--- src/rtl/axis_maxpool_edge_strip.sv ---
`default_nettype none
// ============================================================================
// Module   : axis_maxpool_edge_strip
// Brief    : Strips zero edge pads from a maxpool AXI-Stream, masks by tkeep,
//            checks pad integrity and re-emits through a two-entry skid buffer.
// Revision : 1.0 - initial release
// ============================================================================
module axis_maxpool_edge_strip #(
   parameter int UNITS        = 8,
   parameter int GROUPS       = 2,
   parameter int WORD_WIDTH   = 8,
   parameter int KERNEL_H_MAX = 3,
   parameter int BEATS_W      = 16,
   localparam int P           = KERNEL_H_MAX / 2,
   localparam int UNITS_EDGES = UNITS + 2 * P,
   localparam int NCG         = 2 * GROUPS,
   localparam int IN_LANES    = NCG * UNITS_EDGES,
   localparam int OUT_LANES   = NCG * UNITS
) (
   input  logic                            aclk,
   input  logic                            areset,
   input  logic                            s_axis_tvalid,
   output logic                            s_axis_tready,
   input  logic [IN_LANES*WORD_WIDTH-1:0]  s_axis_tdata,
   input  logic [IN_LANES-1:0]             s_axis_tkeep,
   input  logic                            s_axis_tlast,
   output logic                            m_axis_tvalid,
   input  logic                            m_axis_tready,
   output logic [OUT_LANES*WORD_WIDTH-1:0] m_axis_tdata,
   output logic [OUT_LANES-1:0]            m_axis_tkeep,
   output logic                            m_axis_tlast,
   output logic                            pad_error,
   output logic                            keep_error,
   output logic [BEATS_W-1:0]              beat_count,
   output logic                            frame_done
);

   typedef enum logic [1:0] {
      S_EMPTY = 2'd0,
      S_ONE   = 2'd1,
      S_FULL  = 2'd2
   } state_t;

   state_t                          r_state;
   state_t                          w_state_nxt;
   logic                            w_in;
   logic                            w_out;
   logic                            w_load_out;
   logic                            w_load_skid;
   logic                            w_skid_to_out;

   logic [OUT_LANES*WORD_WIDTH-1:0] w_data;
   logic [OUT_LANES-1:0]            w_keep;
   logic                            w_pad_hit;
   logic                            w_keep_hit;

   logic [OUT_LANES*WORD_WIDTH-1:0] r_out_data;
   logic [OUT_LANES-1:0]            r_out_keep;
   logic                            r_out_last;
   logic [OUT_LANES*WORD_WIDTH-1:0] r_skid_data;
   logic [OUT_LANES-1:0]            r_skid_keep;
   logic                            r_skid_last;
   logic                            r_pad_error;
   logic                            r_keep_error;
   logic [BEATS_W-1:0]              r_beat_count;
   logic                            r_frame_done;

   // Strip pads: unit u of column cg sits at padded lane u+P.
   for (genvar cg = 0; cg < NCG; cg++) begin : g_col
      for (genvar u = 0; u < UNITS; u++) begin : g_unit
         localparam int IN_L  = cg * UNITS_EDGES + u + P;
         localparam int OUT_L = cg * UNITS + u;
         assign w_keep[OUT_L] = s_axis_tkeep[IN_L];
         assign w_data[OUT_L*WORD_WIDTH +: WORD_WIDTH] =
            s_axis_tkeep[IN_L] ? s_axis_tdata[IN_L*WORD_WIDTH +: WORD_WIDTH]
                               : {WORD_WIDTH{1'b0}};
      end
   end

   if (P > 0) begin : g_chk
      logic [NCG*2*P-1:0] w_pad_lane;
      logic [NCG*2*P-1:0] w_kerr_lane;
      for (genvar cg = 0; cg < NCG; cg++) begin : g_col
         for (genvar k = 0; k < 2 * P; k++) begin : g_pad
            localparam int BASE = cg * UNITS_EDGES;
            localparam int E    = (k < P) ? k : UNITS + k;
            assign w_pad_lane[cg*2*P+k]  = |s_axis_tdata[(BASE+E)*WORD_WIDTH +: WORD_WIDTH];
            assign w_kerr_lane[cg*2*P+k] = s_axis_tkeep[BASE+E] != s_axis_tkeep[BASE+P];
         end
      end
      assign w_pad_hit  = |w_pad_lane;
      assign w_keep_hit = |w_kerr_lane;
   end else begin : g_nochk
      assign w_pad_hit  = 1'b0;
      assign w_keep_hit = 1'b0;
   end

   assign s_axis_tready = (r_state != S_FULL);
   assign m_axis_tvalid = (r_state != S_EMPTY);
   assign w_in          = s_axis_tvalid & s_axis_tready;
   assign w_out         = m_axis_tvalid & m_axis_tready;

   always_comb begin
      w_state_nxt   = r_state;
      w_load_out    = 1'b0;
      w_load_skid   = 1'b0;
      w_skid_to_out = 1'b0;
      case (r_state)
         S_EMPTY: begin
            if (w_in) begin
               w_state_nxt = S_ONE;
               w_load_out  = 1'b1;
            end
         end
         S_ONE: begin
            if (w_in && w_out) begin
               w_load_out = 1'b1;
            end else if (w_in) begin
               w_state_nxt = S_FULL;
               w_load_skid = 1'b1;
            end else if (w_out) begin
               w_state_nxt = S_EMPTY;
            end
         end
         S_FULL: begin
            if (w_out) begin
               w_state_nxt   = S_ONE;
               w_skid_to_out = 1'b1;
            end
         end
         default: w_state_nxt = S_EMPTY;
      endcase
   end

   always_ff @(posedge aclk) begin
      if (areset) begin
         r_state <= S_EMPTY;
      end else begin
         r_state <= w_state_nxt;
      end
   end

   always_ff @(posedge aclk) begin
      if (areset) begin
         r_out_data  <= '0;
         r_out_keep  <= '0;
         r_out_last  <= 1'b0;
         r_skid_data <= '0;
         r_skid_keep <= '0;
         r_skid_last <= 1'b0;
      end else begin
         if (w_load_out) begin
            r_out_data <= w_data;
            r_out_keep <= w_keep;
            r_out_last <= s_axis_tlast;
         end else if (w_skid_to_out) begin
            r_out_data <= r_skid_data;
            r_out_keep <= r_skid_keep;
            r_out_last <= r_skid_last;
         end
         if (w_load_skid) begin
            r_skid_data <= w_data;
            r_skid_keep <= w_keep;
            r_skid_last <= s_axis_tlast;
         end
      end
   end

   // Status: sticky flags, per-frame beat counter, frame completion pulse.
   always_ff @(posedge aclk) begin
      if (areset) begin
         r_pad_error  <= 1'b0;
         r_keep_error <= 1'b0;
         r_beat_count <= '0;
         r_frame_done <= 1'b0;
      end else begin
         r_frame_done <= w_out & r_out_last;
         if (w_in) begin
            if (w_pad_hit) begin
               r_pad_error <= 1'b1;
            end
            if (w_keep_hit) begin
               r_keep_error <= 1'b1;
            end
            if (s_axis_tlast) begin
               r_beat_count <= '0;
            end else if (r_beat_count != {BEATS_W{1'b1}}) begin
               r_beat_count <= r_beat_count + 1'b1;
            end
         end
      end
   end

   assign m_axis_tdata = r_out_data;
   assign m_axis_tkeep = r_out_keep;
   assign m_axis_tlast = r_out_last;
   assign pad_error    = r_pad_error;
   assign keep_error   = r_keep_error;
   assign beat_count   = r_beat_count;
   assign frame_done   = r_frame_done;

endmodule
`default_nettype wire

--- config.mk ---
export PLATFORM = sky130hd
export DESIGN_NAME = axis_maxpool_edge_strip
export DESIGN_NICKNAME = d
export VERILOG_FILES = /design/src/rtl/axis_maxpool_edge_strip.sv
export SDC_FILE = /design/constraint.sdc
export NUM_CORES = 1
export LEC_CHECK = 0
export ABC_AREA = 1
export CAP_MARGIN = 20
export CELL_PAD_IN_SITES_DETAIL_PLACEMENT = 1
export CELL_PAD_IN_SITES_GLOBAL_PLACEMENT = 2
export CORE_ASPECT_RATIO = 1.25
export CORE_MARGIN = 2
export CORE_UTILIZATION = 27
export CTS_CLUSTER_DIAMETER = 60
export DETAILED_ROUTE_END_ITERATION = 10
export MAX_ROUTING_LAYER = met4
export PLACE_DENSITY = 0.79
export SLEW_MARGIN = 40
export SYNTH_ARGS = -nofsm -noshare
export SYNTH_HDL_FRONTEND = slang
export SYNTH_SLANG_ARGS = --single-unit
--- constraint.sdc ---
create_clock -name aclk -period 2.2 [get_ports aclk]
set_clock_uncertainty 0.1 [all_clocks]
set_input_delay 0.44 -clock aclk [delete_from_list [all_inputs] [get_ports aclk]]
set_output_delay 0.44 -clock aclk [all_outputs]
set_load 0.02 [all_outputs]
Word-level counts from Yosys, hierarchy flattened:

Index checks and enable logic that the tools add are counted.

* flip-flop bits (word level): 599
* output and inout port bits: 310
* logic and storage cells: 95
* bits of input ports: 365

* mux-type cells: 53
* bitwise logic cells: 3
* eq/ne operators: 16
* reductions and logical operators: 11
* add/subtract/negate cells: 1

Operator list (count)
* $mux W256: 2
* $mux W8: 32
* $mux W32: 2
* $reduce_or A64 Y1: 1
* $mux W16: 2
* $add A16 B1 Y16 const B: 1
* $ne A16 B16 Y1 const B: 1
* $mux W2: 5
* $mux W1: 8
* $ne A1 B1 Y1: 8
* $ne A2 B2 Y1 const B: 4
* $reduce_or A8 Y1: 1
* $pmux W2 S3: 1
* $reduce_and A2 Y1: 3
* $reduce_bool A2 Y1: 3
* $reduce_and A4 Y1: 1
* $and A1 B1 Y1: 3
* $ne A3 B3 Y1 const B: 1
* $eq A2 B1 Y1 const B: 1
* $eq A2 B2 Y1 const B: 1
* $logic_not A2 Y1: 1
* $pmux W1 S2: 1
* $logic_and A1 B1 Y1: 1

Longest topological paths before layout:

* depth after elaboration: 6
* gate-level depth with buffers: 11
* mapped depth without buffers: 11

Least setup slack after synthesis:

OpenSTA, ideal clock, no wires.

* kind: register to register
* from: register r_beat_count[1] (netlist: beat_count[1])
* to: register r_beat_count[14] (netlist: beat_count[14])
* setup time: 0.058 ns
* path buffers: 0
* period minus slack after synthesis: 1.787 ns
* setup slack: 0.413 ns
* cell stages (with the launch flop): 12
* required time: 2.042 ns
* data arrival time: 1.628 ns
* path through: dfxtp_1 > ha_1 > nand2_1 > nor2_1 > nand2_1 > nor2_4 > nand2_2 > nand2_2 > nand2_2 > inv_1 > nand2_1 > nand2_1

* word-level cells in the longest chain between the ends: 3
* elaborated cells between the ends (all ways): 6
* those cells by class: 1 x add/sub; 1 x eq/ne; 2 x mux; 2 x reduce/logical

Ends and longest elaborated chain
* start: declaration: RTL line 65 `logic [BEATS_W-1:0] r_beat_count;`
* start signal: assignment: RTL line 188 `r_beat_count <= r_beat_count + 1'b1;`
* $add A16 B1 Y16 or $ne A16 B16 Y1 (tied branches): RTL line 188, 187
* $mux W16 or $reduce_bool A2 Y1 (tied branches)
* $mux W16 or $reduce_and A2 Y1 (tied branches)

Several ways; a longest one is shown, not always the timed one. The select of a mux whose other input is x is not followed.
A chain may end at the register's enable or synchronous reset.

Final worst setup path:

* from: register r_out_keep[6] (netlist: m_axis_tkeep[6])
* to: output port m_axis_tkeep[6]

RTL lines
* start: declaration: RTL line 58 `logic [OUT_LANES-1:0] r_out_keep;`
* start signal: assignment: RTL line 154 `r_out_keep <= w_keep;`
* start signal: assignment: RTL line 158 `r_out_keep <= r_skid_keep;`
* end: declaration: RTL line 30 `output logic [OUT_LANES-1:0] m_axis_tkeep,`

No word-level cell between the ends.

==> impl_results.md <==
- Status: complete, no violations
- GRT Overall Usage: between 20% and 30%
- Switching share of power: 28.1%
- Final core occ: 40.1%
- Hold_buf cts: 0
- Rows: around 120
- Pleak: 13.4 nW
- H-Tree Depth: 3
- CP max FO: 2
- Sequential-to-total area share from yosys stat: 49.8%
- Clock Latency Late Sink: between 600 and 700 ps
- Vias: 25,300
- Syn Std Cell Area: 24,100 µm²
- Final Slew Violations: 0
- Detailed placement HPWL: 73.5 mm
- Critical Path Sink Type: primary output
- Pin count of the biggest net entering global routing: between 100 and 150
- CTS max path bufs: 3
- CP max stage cell: clkdlybuf4s50_1
- Sequential fraction of design power: 41.7%
- Initial antenna violation count: 6
- Routed Antenna Nets: 0
- Worst slew margin: 49.8%
- Synth-to-layout area growth: 47.3%
- Worst path required time: 1660 ps
- Worst Hold Slack: between 40 and 50 ps
- Routed Wire Length: 105 mm
- CTS buffer count: 70
- Vias in the first global route: ~26,000
- Gate power share: 16.1%
- Clock power frac: between 40% and 50%
- FF+latch area: 12,000 µm²
- Port Buf Inserts: between 600 and 700
- Clock Sinks: ~600
- Internal power: 20.2 mW
- Commonest cells after routing, fill and taps aside: 599 x dfxtp_1, 507 x clkdlybuf4s50_1, 438 x nand3_1
- CP Launch Type: flop
- Critical Path AT: between 1500 and 2000 ps
- CP bufs+invs: 1
- Period utilization: 98.1%
- Syn_area_per_cell: 7.67 µm²
- CP delay by family, top: buffers and inverters
- Endpoints failing hold: 0
- Syn_nets: 3,505
- Met2 Usage GRT: 37.8%
- Final non-filler cell total: roughly 5,000
- Vias per cell: 5.04
- Worst hold path class: input pin to flop
- Proportion of layout cells with a drive suffix above 1: 8.67%
- Die width: between 200 and 300 µm
- Initial DRC count: 1,442
- RSZ-0062 raised after global routing: no
- Peak Freq: about 0.46 GHz
- Setup Fix Bufs, Post-CTS: 0
- Nets: 4,143
- Psw: 7.89 mW
- Actual slew at the worst max-slew pin: roughly 750 ps
- Die ar.: a little over 90,000 µm²
- CP Class: flop to primary output
- Mapped Cells: ~3,100
- IO Pins: 675
- Pwr/cell area: 792 nW/µm²
- Max VDD drop: about 0.00048 V
- CP Cell Sequence: clkdlybuf4s50_1
- Grt met1 use: between 20% and 30%
- GR peak layer: met2
- Synthesized flop and latch total: 599
- Wirelength per Cell: roughly 21 µm
- Final Critical Period: 2160 ps
- CP peak stage delay: ~690 ps
- Die height: 338 µm
- Post-synth cell types: 31
- CTS tree: built
- DRC Markers: 0
- Setup violators final: 0
- Multi-input gate area: 10,600 µm²
- GRT overflow: 0
- Starting density of the core: a little over a quarter
- Placer Congestion: 0.805
- Max-cap violations: 0
- DP Cell Count: approximately 5,000
- First-pass GRT wire length: about 160 mm
- Fill cells: 10,500
- Met3 usage: 4.24%
- Worst-path clk slew: 60 ps
- Yosys warnings: 0
- Initial DRT Pass Iterations: 5
- CTS root buffer: clkbuf_16
- Commonest non-fill, non-tap cell in the layout: dfxtp_1
- Core footprint: 88,500 µm²
==> cell families after synthesis <==
| group | count (synthesis) | synth area share, % |
|---|---|---|
| flops | 599 | 49.8 |
| simple gates | 1101 | 19.8 |
| compound gates | 1070 | 23.8 |
| buf+inv | 364 | 6.44 |
| xor+xnor | 4 | 0.145 |
| fa+ha+maj | 1 | 0.0519 |
==> final timing paths <==
kind              startpoint  cells past startpoint  slack (ps)               to
min                   areset                      2          50  r_skid_data[79]
min reg2reg  r_skid_keep[19]                      2         350  r_skid_keep[19]
max          m_axis_tkeep[6]                      1          40  m_axis_tkeep[6]
max reg2reg    beat_count[1]                     11         230   beat_count[14]
==> repair_timing <==
item	in CTS	in global routing
gates resized for setup	138	30
endpoints found under the setup margin	137	33
hold endpoints to repair	0	0
==> Yosys cell counts <==
cell type	number	area share, %
nand4_1	2	0.052
ha_1	1	0.052
a22oi_1	88	2.7
xor2_1	3	0.11
nor3_1	1	0.021
buf_2	98	2.0
dfxtp_1	599	50
a31oi_1	102	2.6
nand2_1	429	6.7
a211oi_1	5	0.16
inv_2	4	0.062
o21bai_1	1	0.031
nor3b_1	1	0.031
clkinv_1	2	0.031
nand2_4	2	0.093
nor2_1	207	3.2
o21ai_0	429	8.9
buf_1	22	0.34
nand3_1	438	9.1
nor2_2	14	0.36
inv_4	1	0.026
o21ai_1	65	1.4
nor2_4	2	0.093
buf_6	3	0.14
nand2_2	5	0.13
inv_1	58	0.90
a21oi_1	376	7.8
buf_4	10	0.31
xnor2_1	1	0.036
clkbuf_1	166	2.6
o211ai_1	4	0.12
==> flip-flops by register name, summed over array words and instances (netlist names) <==
signal and cells:
beat_count 16, r_skid_keep 32, r_skid_last 1, frame_done 1, keep_error 1, m_axis_tkeep 32, pad_error 1, m_axis_tdata 256
r_skid_data 256, r_state 2, m_axis_tlast 1
==> area by class of cell <==
class                           count  share of cell area [%]
Tap cell                         1178                    4.16
Inverter                           65                   0.758
Multi-Input combinational cell   2176                    29.8
Sequential cell                   599                    33.8
Clock inverter                     26                   0.847
Timing Repair Buffer              865                    24.8
Clock buffer                      100                    5.71
Antenna cell                        6                  0.0423
==> stage by stage <==
stage | worst slack, ps | area (µm²) | total power [mW] | TNS, ps
3_3_place_gp | -234 | 33200 | 16.6 | -60260
6_report | 41.4 | 35500 | 28.1 | 0
5_1_grt | 0.807 | 35500 | 29.3 | 0
4_1_cts | 0.187 | 35400 | 28.5 | 0
2_1_floorplan | 413 | 24100 | 13.9 | 0
3_5_place_dp | -241 | 33200 | 16.6 | -53760
==> metal layers <==
metal  up-vias  share of wire (%)
li1      12200                  -
met1     12300                 44
met3       124                5.2
met4         0                2.4
met2       623                 49
met5         -                  0
==> power by group through the flow <==
stage	combinational, mW	sequential (mW)	clock (mW)
after CTS	4.57	11.7	12.2
after global placement	4.64	12.0	0
after floorplan	1.51	12.3	0
final	4.52	11.7	11.8
after detailed placement	4.66	12.0	0
after global routing	4.87	11.8	12.6
Power figures use the tool's default switching activity.
